==> config.mk <==
export PLATFORM = sky130hd
export DESIGN_NAME = pow_5_seq_ctrl
export DESIGN_NICKNAME = d
export VERILOG_FILES = /design/src/rtl/pow_5_pkg.sv /design/src/rtl/pow_5_mul_dp.sv /design/src/rtl/pow_5_seq_ctrl.sv
export SDC_FILE = /design/constraint.sdc
export NUM_CORES = 1
export LEC_CHECK = 0
export CORE_ASPECT_RATIO = 0.8
export CORE_MARGIN = 5
export CORE_UTILIZATION = 38
export CTS_BUF_LIST = sky130_fd_sc_hd__clkbuf_4
export CTS_CLUSTER_DIAMETER = 80
export DETAILED_ROUTE_END_ITERATION = 7
export GPL_TIMING_DRIVEN = 0
export PLACE_DENSITY_LB_ADDON = 0.25
export REMOVE_ABC_BUFFERS = 1
export SLEW_MARGIN = 15
export SYNTH_ARGS = -nofsm -noshare
export SYNTH_HDL_FRONTEND = slang
export SYNTH_SLANG_ARGS = --single-unit
==> constraint.sdc <==
create_clock -name clk -period 5.15 [get_ports clk]
set_input_delay 0.515 -clock clk [delete_from_list [all_inputs] [get_ports clk]]
set_output_delay 0.515 -clock clk [all_outputs]
set_load 0.005 [all_outputs]
==> src/rtl/pow_5_pkg.sv <==
// Shared definitions for the sequential x^5 block: FSM encoding and step counting.
// Optional overflow reporting is enabled by defining POW_5_SEQ_CTRL_OVF_EN.
package pow_5_pkg;

   typedef enum logic {
      IDLE = 1'b0,
      MUL  = 1'b1
   } state_t;

   localparam int N_MUL = 4;
   localparam int CNT_W = 2;

   // Counter value on the last multiply of an operation.
   localparam logic [CNT_W-1:0] CNT_LAST = CNT_W'(N_MUL - 1);

endpackage

==> src/rtl/pow_5_mul_dp.sv <==
// Datapath for x^5: operand, accumulator and result registers around one shared multiplier.
// With POW_5_SEQ_CTRL_OVF_EN defined it also tracks whether any product lost upper bits.
module pow_5_mul_dp
   import pow_5_pkg::*;
#(
   parameter int w = 8
) (
   input  logic         clk,
   input  logic         rst_n,
   input  logic         load,
   input  logic         step,
   input  logic         done,
   input  logic [w-1:0] arg,
`ifdef POW_5_SEQ_CTRL_OVF_EN
   output logic         res_ovf,
`endif
   output logic [w-1:0] res
);

   logic [w-1:0] x;
   logic [w-1:0] acc;
   logic [w-1:0] prod;

`ifdef POW_5_SEQ_CTRL_OVF_EN
   logic [2*w-1:0] prod_full;
   logic           prod_hi;
   logic           ovf_acc;

   assign prod_full = {{w{1'b0}}, acc} * {{w{1'b0}}, x};
   assign prod      = prod_full[w-1:0];
   assign prod_hi   = |prod_full[2*w-1:w];

   // Sticky flag over the first three products, folded with the fourth into res_ovf.
   always_ff @(posedge clk or negedge rst_n) begin
      if (!rst_n) begin
         ovf_acc <= 1'b0;
         res_ovf <= 1'b0;
      end else if (load) begin
         ovf_acc <= 1'b0;
      end else if (done) begin
         res_ovf <= ovf_acc | prod_hi;
      end else if (step) begin
         ovf_acc <= ovf_acc | prod_hi;
      end
   end
`else
   assign prod = acc * x;
`endif

   // x stays fixed for the whole operation; acc walks through x^2..x^4, res takes x^5.
   always_ff @(posedge clk or negedge rst_n) begin
      if (!rst_n) begin
         x   <= '0;
         acc <= '0;
         res <= '0;
      end else if (load) begin
         x   <= arg;
         acc <= arg;
      end else if (done) begin
         res <= prod;
      end else if (step) begin
         acc <= prod;
      end
   end

endmodule

==> src/rtl/pow_5_seq_ctrl.sv <==
// Sequential arg^5 mod 2^w: FSM, step counter and handshake driving pow_5_mul_dp.
// Defining POW_5_SEQ_CTRL_OVF_EN adds the res_ovf output.
module pow_5_seq_ctrl
   import pow_5_pkg::*;
#(
   parameter int w = 8
) (
   input  logic         clk,
   input  logic         rst_n,
   input  logic         arg_vld,
   output logic         arg_rdy,
   input  logic [w-1:0] arg,
   output logic         res_vld,
   output logic [w-1:0] res,
`ifdef POW_5_SEQ_CTRL_OVF_EN
   output logic         res_ovf,
`endif
   output logic         busy
);

   state_t           state;
   state_t           state_nxt;
   logic [CNT_W-1:0] cnt;
   logic             load;
   logic             step;
   logic             done;

   always_ff @(posedge clk or negedge rst_n) begin
      if (!rst_n) begin
         state <= IDLE;
      end else begin
         state <= state_nxt;
      end
   end

   always_comb begin
      state_nxt = state;
      case (state)
         IDLE:    if (load) state_nxt = MUL;
         MUL:     if (done) state_nxt = IDLE;
         default: state_nxt = IDLE;
      endcase
   end

   always_comb begin
      arg_rdy = (state == IDLE);
      busy    = (state == MUL);
      load    = (state == IDLE) && arg_vld;
      step    = (state == MUL);
      done    = (state == MUL) && (cnt == CNT_LAST);
   end

   // The counter wraps back to zero on the final step, which leaves it ready for the next load.
   always_ff @(posedge clk or negedge rst_n) begin
      if (!rst_n) begin
         cnt     <= '0;
         res_vld <= 1'b0;
      end else begin
         res_vld <= done;
         if (load) begin
            cnt <= '0;
         end else if (step) begin
            cnt <= cnt + 1'b1;
         end
      end
   end

   pow_5_mul_dp #(
      .w(w)
   ) u_dp (
      .clk    (clk),
      .rst_n  (rst_n),
      .load   (load),
      .step   (step),
      .done   (done),
      .arg    (arg),
`ifdef POW_5_SEQ_CTRL_OVF_EN
      .res_ovf(res_ovf),
`endif
      .res    (res)
   );

endmodule

==> flow_summary.ini <==
[global_routing]
grt_pass1_vias = 1484
grt_use_total_pct = 13.03
use_met2_pct = 21.27
grt.overflow.total = 0
grtUsageMet3_pct = 3.842
grt_max_degree = 29
antenna_found_initial = 0
use_met1_pct = 17.97
grt_first_pass_wirelength_um = 7010
grt_busiest_layer = met2

[yosys]
ys_ff_latch = 28
syn_avg_cell_area_um2 = 9.552
syn_inst = 205
netlist_area_um2 = 1958
synth.distinct_cells = 25
ys_warn_count = 0
ys_seq_area_share_pct = 35.78

[place]
gp_congestion = 0.7884
place_hpwl_um = 2982
port_buffers = 21

[floorplan]
core_area_um2 = 5007
dieArea_um2 = 6697
die_h_um = 74.21
rows = 23
io_pins = 22
start_util_pct = 39.11
die_width_um = 90.26

[worst_setup_path]
start_kind = flip-flop
cp-end-kind = flip-flop
path_class = reg -> reg
cp.arrival_ps = 4570
crit_fanout = 8
cp.required_ps = 5400
ff2ff_setup_slack_ps = 820
reg2regPathDepth = 12
r2r-start = u_dp.acc[1]
reg2reg_to = u_dp.res[7]

[sta]
finalSetupViolCount = 0
fin_crit_sh_pct = 84.02
skew_ps = 4.701
hold_violations = 0
slew_headroom_pct = 50.12
max_freq_mhz = 231.1
rsz0062_at_grt = no
worstMarginPinSlew_ps = 746.7
period_minus_slack_ps = 4327
fin_setup_tns_ps = 0
maxSlewViolCount = 0

[clocking]
clkTransAtPathRegs_ps = 160
postCtsHoldBufs = 0
post-cts-setup-buffers = 0
clk-insertion-delay-late_ps = 340
clk_path_buf_depth = 2
cts_root_buf = clkbuf_4
numCtsBuffers = 3
cts.htree.levels = 1
ctsResizeCount = 0
cts_tree = done
cts.sinks = 28

[cells_and_area]
area_delta_synth_final_pct = 16.36
n_antenna_cell = 0
regArea_um2 = 700.7
multiInputGateArea_um2 = 1149
fillers = 510
drive_gt1_share_pct = 4.867
layout.nets = 267

[run]
max-cap-violations = 0

[routing]
vias = 1371
post-route-drc-count = 0
ant_nets = 0
dr.pass1.iters = 4
post_drt_wl_per_cell_um = 13.53
via_per_inst = 4.760
routed_wirelength_um = 3898
first_iter_violations = 76

[min_path]
hold_path_class = in -> async

[status]
outcome = finished clean
through the flow:
stage	cells	worst slack, ps	util (%)	hold slack [ps]	instance area, um^2
after floorplan	201	1126	-	219.4	1943
after global placement	284	821.5	44.55	461.5	2231
after detailed placement	284	817.0	44.45	464.3	2226
after CTS	288	784.5	45.50	184.6	2278
after global routing	288	624.6	45.50	183.3	2278
final	288	822.8	45.50	164.7	2278
registers in the layout (all words and copies together) (netlist names):
register	flops
u_dp.res	8
u_dp.acc	8
u_dp.x	8
busy	1
res_vld	1
cnt	2
Yosys cell counts:
master / n / area, um^2
clkbuf_1: 4 / 15.01
nand2_1: 55 / 206.5
mux2_2: 1 / 11.26
inv_1: 22 / 82.58
a22o_1: 1 / 8.760
mux2_4: 1 / 15.01
xnor3_1: 3 / 67.56
xor2_1: 2 / 17.52
dfrtp_1: 28 / 700.7
a31oi_1: 5 / 31.28
o21ai_0: 4 / 20.02
and2_1: 17 / 106.4
nor2_1: 7 / 26.28
xnor2_2: 1 / 16.27
o21ai_1: 2 / 10.01
a21o_1: 2 / 15.01
mux2_1: 3 / 33.78
nor2b_1: 1 / 6.260
fa_1: 12 / 240.2
a21oi_1: 4 / 20.02
inv_2: 3 / 11.26
o21a_1: 2 / 15.01
o211ai_1: 1 / 7.510
xnor2_1: 7 / 61.31
ha_1: 17 / 212.7
worst max path at each step:
stage	start	end	cells past startpoint
2_1_floorplan	u_dp.acc[1]	u_dp.res[7]	12
6_report	u_dp.acc[1]	u_dp.res[7]	12
4_1_cts	u_dp.acc[1]	u_dp.res[7]	12
3_5_place_dp	u_dp.acc[1]	u_dp.res[7]	12
5_1_grt	u_dp.acc[1]	u_dp.res[7]	12
3_3_place_gp	u_dp.acc[1]	u_dp.res[7]	12
worst max-delay path: stages (launching register included):
cell,delay (ps)
dfrtp_1,530
nand2_1,120
fa_1,460
fa_1,550
inv_1,50
fa_1,470
inv_1,50
fa_1,430
xor2_1,200
xnor3_1,330
xnor3_1,390
xnor3_1,380
mux2_4,270
logic make-up (layout without fill, tap and decap cells):
kind of cell	Yosys count	after routing	share of synthesized area, %
AO/OA/AOI/OAI	21	21	6.517
XOR/XNOR	13	13	8.307
adder cells (fa/ha/maj)	29	29	23.13
buffers and inverters	29	50	5.559
flip-flops	28	28	35.78
multiplexers	5	5	3.067
AND/OR/NAND/NOR	80	80	17.64
cell type report:
| type | count | share of cell area [%] |
|---|---|---|
| Tap cell | 62 | 3.405 |
| Clock inverter | 1 | 1.318 |
| Sequential cell | 28 | 30.75 |
| Multi-Input combinational cell | 148 | 50.41 |
| Inverter | 25 | 4.119 |
| Clock buffer | 3 | 0.9885 |
| Timing Repair Buffer | 21 | 9.006 |
metal layers:
metal / wire (um) / vias up
li1: - / 688
met1: 1965 / 654
met2: 1737 / 27
met3: 180 / 2
met4: 15 / 0
met5: 0 / -
layout by cell type (no fill, tap or decap), types with 2 or more instances in the layout:
cell,instances
nand2_1,55
dfrtp_1,28
inv_1,22
clkdlybuf4s50_1,20
and2_1,17
ha_1,17
fa_1,12
xnor2_1,7
nor2_1,7
a31oi_1,5
a21oi_1,4
o21ai_0,4
inv_2,3
xnor3_1,3
mux2_1,3
clkbuf_4,3
o21a_1,2
a21o_1,2
xor2_1,2
o21ai_1,2
Power is left out: the tool's default activity adds up to more than one toggle a clock period on the data nets, which glitch-free logic cannot reach.
